## config.mk

```make
export PLATFORM = sky130hd
export DESIGN_NAME = sw_debounce
export DESIGN_NICKNAME = d
export VERILOG_FILES = /design/src/rtl/sw_debounce.sv
export SDC_FILE = /design/constraint.sdc
export NUM_CORES = 1
export LEC_CHECK = 0
export BUFFER_PORTS_ARGS = -buffer_cell sky130_fd_sc_hd__buf_2
export CORE_MARGIN = 3
export CORE_UTILIZATION = 23
export DETAILED_ROUTE_END_ITERATION = 7
export PLACE_DENSITY_LB_ADDON = 0.25
export SLEW_MARGIN = 20
export SYNTH_ARGS = -nofsm -noshare
export SYNTH_HDL_FRONTEND = slang
export SYNTH_SLANG_ARGS = --single-unit
export TNS_END_PERCENT = 1
```

## constraint.sdc

```tcl
create_clock -name i_clk -period 2.6 [get_ports i_clk]
set_clock_uncertainty 0.2 [all_clocks]
set_input_delay 0.13 -clock i_clk [delete_from_list [all_inputs] [get_ports i_clk]]
set_output_delay 0.13 -clock i_clk [all_outputs]
set_load 0.05 [all_outputs]
```

## src/rtl/sw_debounce.sv

```systemverilog
// sw_debounce: per-bit switch synchroniser + stability-counter debouncer with change pulse; SW_DEBOUNCE_BYPASS_EN drops the counters
module sw_debounce #(
    parameter int WIDTH           = 32,
    parameter int SYNC_STAGES     = 2,
    parameter int DEBOUNCE_CYCLES = 16
) (
    input  logic             i_clk,
    input  logic             i_reset,
    input  logic [WIDTH-1:0] i_sw_raw,
    output logic [WIDTH-1:0] o_io_sw,
    output logic             o_sw_change,
    output logic [WIDTH-1:0] o_sw_changed_mask
);
    logic [WIDTH-1:0] sync_q [SYNC_STAGES];
    logic [WIDTH-1:0] sync;
    logic [WIDTH-1:0] done;

    assign sync = sync_q[SYNC_STAGES-1];

    always_ff @(posedge i_clk)
        if (!i_reset) sync_q <= '{default: '0};
        else begin
            sync_q[0] <= i_sw_raw;
            for (int s = 1; s < SYNC_STAGES; s++) sync_q[s] <= sync_q[s-1];
        end

`ifdef SW_DEBOUNCE_BYPASS_EN
    assign done = sync ^ o_io_sw;
`else
    localparam int CW = $clog2(DEBOUNCE_CYCLES + 1);
    for (genvar b = 0; b < WIDTH; b++) begin : g_bit
        logic [CW-1:0] cnt;
        assign done[b] = (sync[b] != o_io_sw[b]) && (cnt == CW'(DEBOUNCE_CYCLES - 1));
        // any match drops a partial count, so a bouncing input never accumulates
        always_ff @(posedge i_clk)
            cnt <= (!i_reset || sync[b] == o_io_sw[b] || done[b]) ? '0 : cnt + CW'(1);
    end
`endif

    always_ff @(posedge i_clk)
        if (!i_reset) begin
            o_io_sw           <= '0;
            o_sw_change       <= 1'b0;
            o_sw_changed_mask <= '0;
        end else begin
            o_io_sw           <= o_io_sw ^ done;
            o_sw_change       <= |done;
            o_sw_changed_mask <= done;
        end
endmodule

```

==> results.md, run 1 <==
- Slowest cell on the critical path: dfxtp_1
- Placeable Area: 43600 µm²
- Post-synthesis adder-cell area fraction: between 7 and 8%
- Period utilisation layout: approximately nine tenths
- Final core occ: about 30%
- Max Root-Sink Buffers: 3
- Max stage delay on crit path: 0.32 ns
- WL final: between 15000 and 20000 µm
- Vias in the first global route: 6476
- First-pass GRT wire length: 32200 µm
- Area of the multi-input gates: about 4100 µm²
- Critical Setup Path Class: flip-flop to flip-flop
- Drt via density: 3.81
- Status: finished, final reports clean
- WL/cell: ~11 µm
- Gr usage total: under 10%
- DRC Markers: 0
- Layout cell share with drive strength beyond 1: 14.2%
- Final worst slack: between 0.2 and 0.25 ns
- Net Sw Power: between 0.002 and 0.0025 W
- HP Class: input pin to flip-flop
- Area grow syn2layout: 28.0%
- RSZ-0062 raised after global routing: no
- Port bufs: between 90 and 100
- Internal power: roughly 0.0078 W
- Clock sinks: approximately 290
- Distinct cells, synth: 20
- Filler cells: around 4600
- CP cell instances: ha_1 -> and3_1 -> ha_1 -> a22o_1 -> a221oi_2 -> nand4_1 -> o31a_1
- Peak VDD IR: 0.477 mV
- Multiplexer share of the synthesized area: 3.13%
- Worst-path fanout max: 4
- YS warnings: 0
- Power Density: approximately 750 nW/µm²
- Fin nets: between 1000 and 1500
- Final setup violation count: 0
- Htree depth: 2
- Place WS: ~0.26 ns
- Most used cell, CP: ha_1
- Initial core utilization: about a quarter
- Via Count: around 6600
- CP endpoint kind: flip-flop
- DR pass1 iterations: 4
- Row cnt: 76
- Initial antenna violation count: 1
- Register area share after synthesis: a little under three fifths
- Fmax: 0.424 GHz
- TritonCTS clock tree: built
- Largest net degree at the start of global routing: 53
- Die width: about 220 µm
- Synth Instances: around 970
- Number of diodes: 0
- Setup TNS: 0 ns
- Post-synthesis xor/xnor area fraction: between 8 and 9%
- Sequential power share: ~46%
- Setup Fix Bufs, Post-CTS: 0
- CP startpoint kind: flip-flop
- Max Cap Viol: 0
- Min Tclk post-route: ~2.4 ns
- Worst skew pair latency: 0.52 ns
- Synth Cell Area: ~10000 µm²
- Clock group share of total power: between 50% and 60%
- Avg Inst Size Synth: 10.6 µm²
- 1st-iter DRT viols: roughly 200
- Chip Height: ~220 µm
- Final Slew Violations: 0
- Worst Max-Slew Pin Slew: around 0.45 ns
- I/O pin count: 99
- DRT antenna net count: 0
- Reg area: between 5000 and 6000 µm²
- Compound-cell area share of the yosys netlist: under 10%
- CP Data Required Time: approximately 2.8 ns
- Routability cong.: ~0.68
- Syn Nets: 1065
- Max_slew headroom: 69.8%
- HPWL Detailed: roughly 13000 µm
- Simple-Gate Fraction of Synth Area: about a fifth
- Clock transition at the registers of the reported paths: ~0.060 ns
- Lkg Pwr: 5.56 nW
- Main combinational cell family by area after synthesis: simple AND/OR/NAND/NOR gates
- Die footprint: roughly 47000 µm²
- Worst Path Arrival: around 2.6 ns
- Switching share of total power: 20.7%
- Final hold violations: 0
- GRT Residual Overflow: 0
- Comb pwr share: 2.2%
- CTS Buf Count: 35
- Synth Register Bits: slightly below 300
- Root buffer cell: clkbuf_16
metrics by stage:
stage          hold WS [ns]  std cells  power, W  cell area [µm²]
2_1_floorplan        0.0573        967   0.00472            10200
3_3_place_gp          0.136       1636   0.00479            11500
3_5_place_dp          0.140       1636   0.00479            11500
4_1_cts              0.0975       1743    0.0101            13100
5_1_grt               0.123       1743    0.0103            13100
6_report              0.152       1743   0.00981            13100
worst max-delay path, delay by kind of cell, from the launching register on:
kind / cells / cell delay (ns)
adder cells (fa/ha/maj): 2 / 0.44
AO/OA/AOI/OAI: 3 / 0.83
AND/OR/NAND/NOR: 2 / 0.45
flip-flops: 1 / 0.32
power by group through the flow:
stage	Combinational, W	Sequential (W)	Clock (W)
after floorplan	0.000111	0.00461	0
after global placement	0.000172	0.00462	0
after detailed placement	0.000173	0.00462	0
after CTS	0.000225	0.00452	0.00534
after global routing	0.000250	0.00453	0.00549
final	0.000220	0.00452	0.00507
layout by cell type, fill, tap and decap left out, drive strengths merged, types with 32 or more instances in the layout:
cell	n
dfxtp	289
nor2b	32
buf	102
xor2	64
xnor2	32
ha	64
and2	64
inv	64
clkbuf	48
and3	64
nand3	32
nand3b	32
dlygate4sd3	44
nor2	160
mux2i	32
logic make-up after synthesis:
family / Yosys count
and+or+nand+nor: 387
DFF: 289
buffers and inverters: 82
adders and majority gates: 64
AOI/OAI and AO/OA: 17
xor gates and xnor gates: 96
muxes: 32
layer usage:
metal,vias up,track usage [%],part of all wire [%]
met5,-,0,0.036
met4,2,3.59,3.3
met3,38,3.57,7.2
met2,97,13.4,43
met1,3030,10.3,47
li1,3466,-,-
final cells by class:
class / instances / area share, %
clock buffer: 48 / 7.83
clock inverter: 15 / 1.45
inverter: 64 / 1.83
multi-input combinational: 596 / 31.6
sequential: 289 / 44.1
tap: 585 / 5.58
timing repair buffer: 146 / 7.54
cells in the mapped netlist:
cell type | count | share of area (%)
xnor2_1 | 32 | 2.7
nor2_1 | 160 | 5.9
a22oi_1 | 8 | 0.59
xor2_1 | 64 | 5.5
a221oi_2 | 4 | 0.59
buf_2 | 4 | 0.20
and3_2 | 1 | 0.073
nand3_1 | 32 | 1.6
dfxtp_1 | 289 | 56
nand4_1 | 3 | 0.18
mux2i_1 | 32 | 3.1
nor2b_1 | 32 | 2.0
and2_1 | 64 | 3.9
ha_1 | 64 | 7.8
o31a_1 | 1 | 0.085
clkbuf_1 | 14 | 0.51
nand3b_1 | 32 | 2.3
and3_1 | 63 | 3.8
inv_1 | 64 | 2.3
a22o_1 | 4 | 0.34
path summary, 6_finish.rpt:
kind | from | end | slack [ns] | cells after the start
setup / recovery | g_bit[0].cnt[0]$_SDFF_PP0_ | o_sw_change$_SDFF_PN0_ | 0.24 | 7
hold / removal | i_sw_raw[14] | sync_q[46]$_SDFF_PN0_ | 0.15 | 3
setup reg to reg | g_bit[0].cnt[0]$_SDFF_PP0_ | o_sw_change$_SDFF_PN0_ | 0.24 | 7
hold reg to reg | sync_q[50]$_SDFF_PN0_ | sync[18]$_SDFF_PN0_ | 0.23 | 1
repair_timing:
action / 4_1_cts / 5_1_grt
gates resized for setup: 0 / 0
hold buffers: 44 / 0
endpoints found under the hold margin: 74 / 0
setup endpoints to repair: 0 / 0
Note: power is estimated with default switching activity, not from simulation.
==> run 2: changes to the inputs <==
--- a/config.mk
+++ b/config.mk
@@ -9,6 +9,7 @@
 export CORE_MARGIN = 3
 export CORE_UTILIZATION = 23
 export DETAILED_ROUTE_END_ITERATION = 7
+export MAX_ROUTING_LAYER = met4
 export PLACE_DENSITY_LB_ADDON = 0.25
 export SLEW_MARGIN = 20
 export SYNTH_ARGS = -nofsm -noshare
==> results.md, run 2 (synthesis gave the netlist of run 1 again) <==
- Status: finished, final reports clean
- Most used cell, CP: ha_1
- DR pass1 iterations: 4 (unchanged)
- RSZ-0062 raised after global routing: no
- GRT Residual Overflow: 0 (unchanged)
- Hold_buf cts: 44 (unchanged)
- Die width: 217 µm (unchanged)
- HPWL Detailed: 13300 µm (unchanged)
- Top delay family on crit path: compound AO/OA/AOI/OAI gates
- First-pass GRT wire length: 32200 µm (about the same)
- CP cell instances: ha_1 -> and3_1 -> ha_1 -> a22o_1 -> a221oi_2 -> nand4_1 -> o31a_1
- Initial antenna violation count: 1 (unchanged)
- Final setup violation count: 0 (unchanged)
- Worst Path Arrival: 2.57 ns (about the same)
- Layout cell share with drive strength beyond 1: 14.2% (unchanged)
- Area grow syn2layout: 28.0% (about the same)
- Reg2reg setup slack: 0.24 ns (about the same)
- CTS Buf Count: 35 (unchanged)
- Die footprint: 47100 µm² (unchanged)
- Drt via density: 3.80 (-0.10%)
- Largest net degree at the start of global routing: 53 (unchanged)
- Min Tclk post-route: 2.36 ns (+0.000254 ns)
- 1st-iter DRT viols: 204 (+3.0%)
- Final core occ: 30.1% (about the same)
- Fmax: 0.424 GHz (about the same)
- Initial core utilization: 23.5% (unchanged)
- Crit path from: g_bit[0].cnt[0]$_SDFF_PP0_
- Critical Setup Path Class: flip-flop to flip-flop
- Worst skew pair latency: 0.52 ns (about the same)
- CP startpoint kind: flip-flop
- Final Slew Violations: 0 (unchanged)
- Design area: 13100 µm² (about the same)
- Setup TNS: 0 ns (unchanged)
- Final hold violations: 0 (unchanged)
- Clock sinks: 289 (unchanged)
- Setup Fix Bufs, Post-CTS: 0 (unchanged)
- Via Count: 6630 (-0.045%)
- Clock transition at the registers of the reported paths: 0.06 ns (about the same)
- Gr usage total: 8.78% (+0.25 points)
- Lkg Pwr: 5.56 nW (unchanged)
- Peak VDD IR: 0.477 mV (about the same)
- Switching share of total power: 20.7% (about the same)
- Vias in the first global route: 6482 (+0.093%)
- Max_slew headroom: 69.7% (about the same)
- Sequential power share: 46.1% (about the same)
- Worst Max-Slew Pin Slew: 0.454 ns (+0.000577 ns)
- Power Density: 748 nW/µm² (about the same)
- Critical R2R Capture: o_sw_change$_SDFF_PN0_
- WL/cell: 11.3 µm (about the same)
- Routability cong.: 0.684 (+1.0%)
- Total power: 0.00981 W (about the same)
- HP Start: i_sw_raw[14]
- Row cnt: 76 (unchanged)
- Hold Crit Depth: 3 (unchanged)
- DRC Markers: 0 (unchanged)
- Worst Path Buf+Inv: 0 (unchanged)
- Hold EP: sync_q[46]$_SDFF_PN0_
- WL final: 19700 µm (about the same)
- Period utilisation layout: 90.8% (about the same)
- CP endpoint kind: flip-flop
- Clock group share of total power: 51.7% (about the same)
- Net Sw Power: 0.00204 W (+0.12%)
- Max Root-Sink Buffers: 3 (unchanged)
- Non-Filler Instances: 1744 (+0.057%)
- Root buffer cell: clkbuf_16
- Max Cap Viol: 0 (unchanged)
- Chip Height: 217 µm (unchanged)
- Fin nets: 1230 (unchanged)
- I/O pin count: 99 (unchanged)
- DRT antenna net count: 0 (unchanged)
- Internal power: 0.00778 W (about the same)
- Placeable Area: 43600 µm² (unchanged)
- Placed cells: 1636 (unchanged)
- Most common cell after layout, fill and taps aside: dfxtp_1
- Worst-path fanout max: 4 (unchanged)
- Slowest cell on the critical path: dfxtp_1
- Port bufs: 98 (unchanged)
- Comb pwr share: 2.2% (about the same)
- TritonCTS clock tree: built
- R2R Path Start: g_bit[0].cnt[0]$_SDFF_PP0_
- Htree depth: 2 (unchanged)
- HP Class: input pin to flip-flop
- Commonest cells after routing, fill and taps aside: dfxtp_1 (289), nor2_1 (160), buf_2 (97)
- CP Data Required Time: 2.81 ns (about the same)
- Placed cell areas: 11500 µm² (unchanged)
- Worst reg-to-reg path cell count: 7 (unchanged)
- Max stage delay on crit path: 0.32 ns (about the same)
- CTS resizes: 0 (unchanged)
run 2: cell types whose count changed in the layout (fill, tap and decap cells not counted), sizes merged:
cell   previous run  this run
diode             0         1
run 2: final cells by class:
cell class / count / area [µm²]
Fill cell: 4590 / 30400
Clock inverter: 15 / 190
Timing Repair Buffer: 146 / 988
Clock buffer: 48 / 1030
Multi-Input combinational cell: 596 / 4150
Tap cell: 585 / 732
Inverter: 64 / 240
Antenna cell: 1 / 2.50
Sequential cell: 289 / 5790
run 2: worst reg2reg max path: cells and delay by family (launching register included):
family          cells  cell delay (ns)
compound gates      3             0.83
simple gates        2             0.45
fa+ha+maj           2             0.44
flops               1             0.32
run 2: per-layer routing:
metal	GRT usage (%)	share of wire [%]	vias to the layer above
li1	-	-	3470
met1	10.3	47	3022
met2	13.4	43	99
met3	3.55	7.2	39
met4	3.59	3.4	0
met5	-	0	-
run 2: stage by stage:
step,hold slack [ns],worst slack [ns]
after floorplan,0.0573,0.681
after global placement,0.136,0.259
after detailed placement,0.140,0.264
after CTS,0.0975,0.246
after global routing,0.123,0.161
final,0.153,0.240
run 2: worst max path at each step:
stage / cells after the start / end
floorplan: 7 / o_sw_change$_SDFF_PN0_
CTS: 7 / o_sw_change$_SDFF_PN0_
detailed placement: 7 / o_sw_change$_SDFF_PN0_
finish: 7 / o_sw_change$_SDFF_PN0_
global placement: 6 / o_sw_change$_SDFF_PN0_
global route: 7 / o_sw_change$_SDFF_PN0_
run 2: power groups by stage:
stage | clock network [W] | logic, W | registers, W
after floorplan | 0 | 0.000111 | 0.00461
after global placement | 0 | 0.000172 | 0.00462
after detailed placement | 0 | 0.000173 | 0.00462
after CTS | 0.00534 | 0.000225 | 0.00452
after global routing | 0.00549 | 0.000250 | 0.00453
final | 0.00507 | 0.000220 | 0.00452
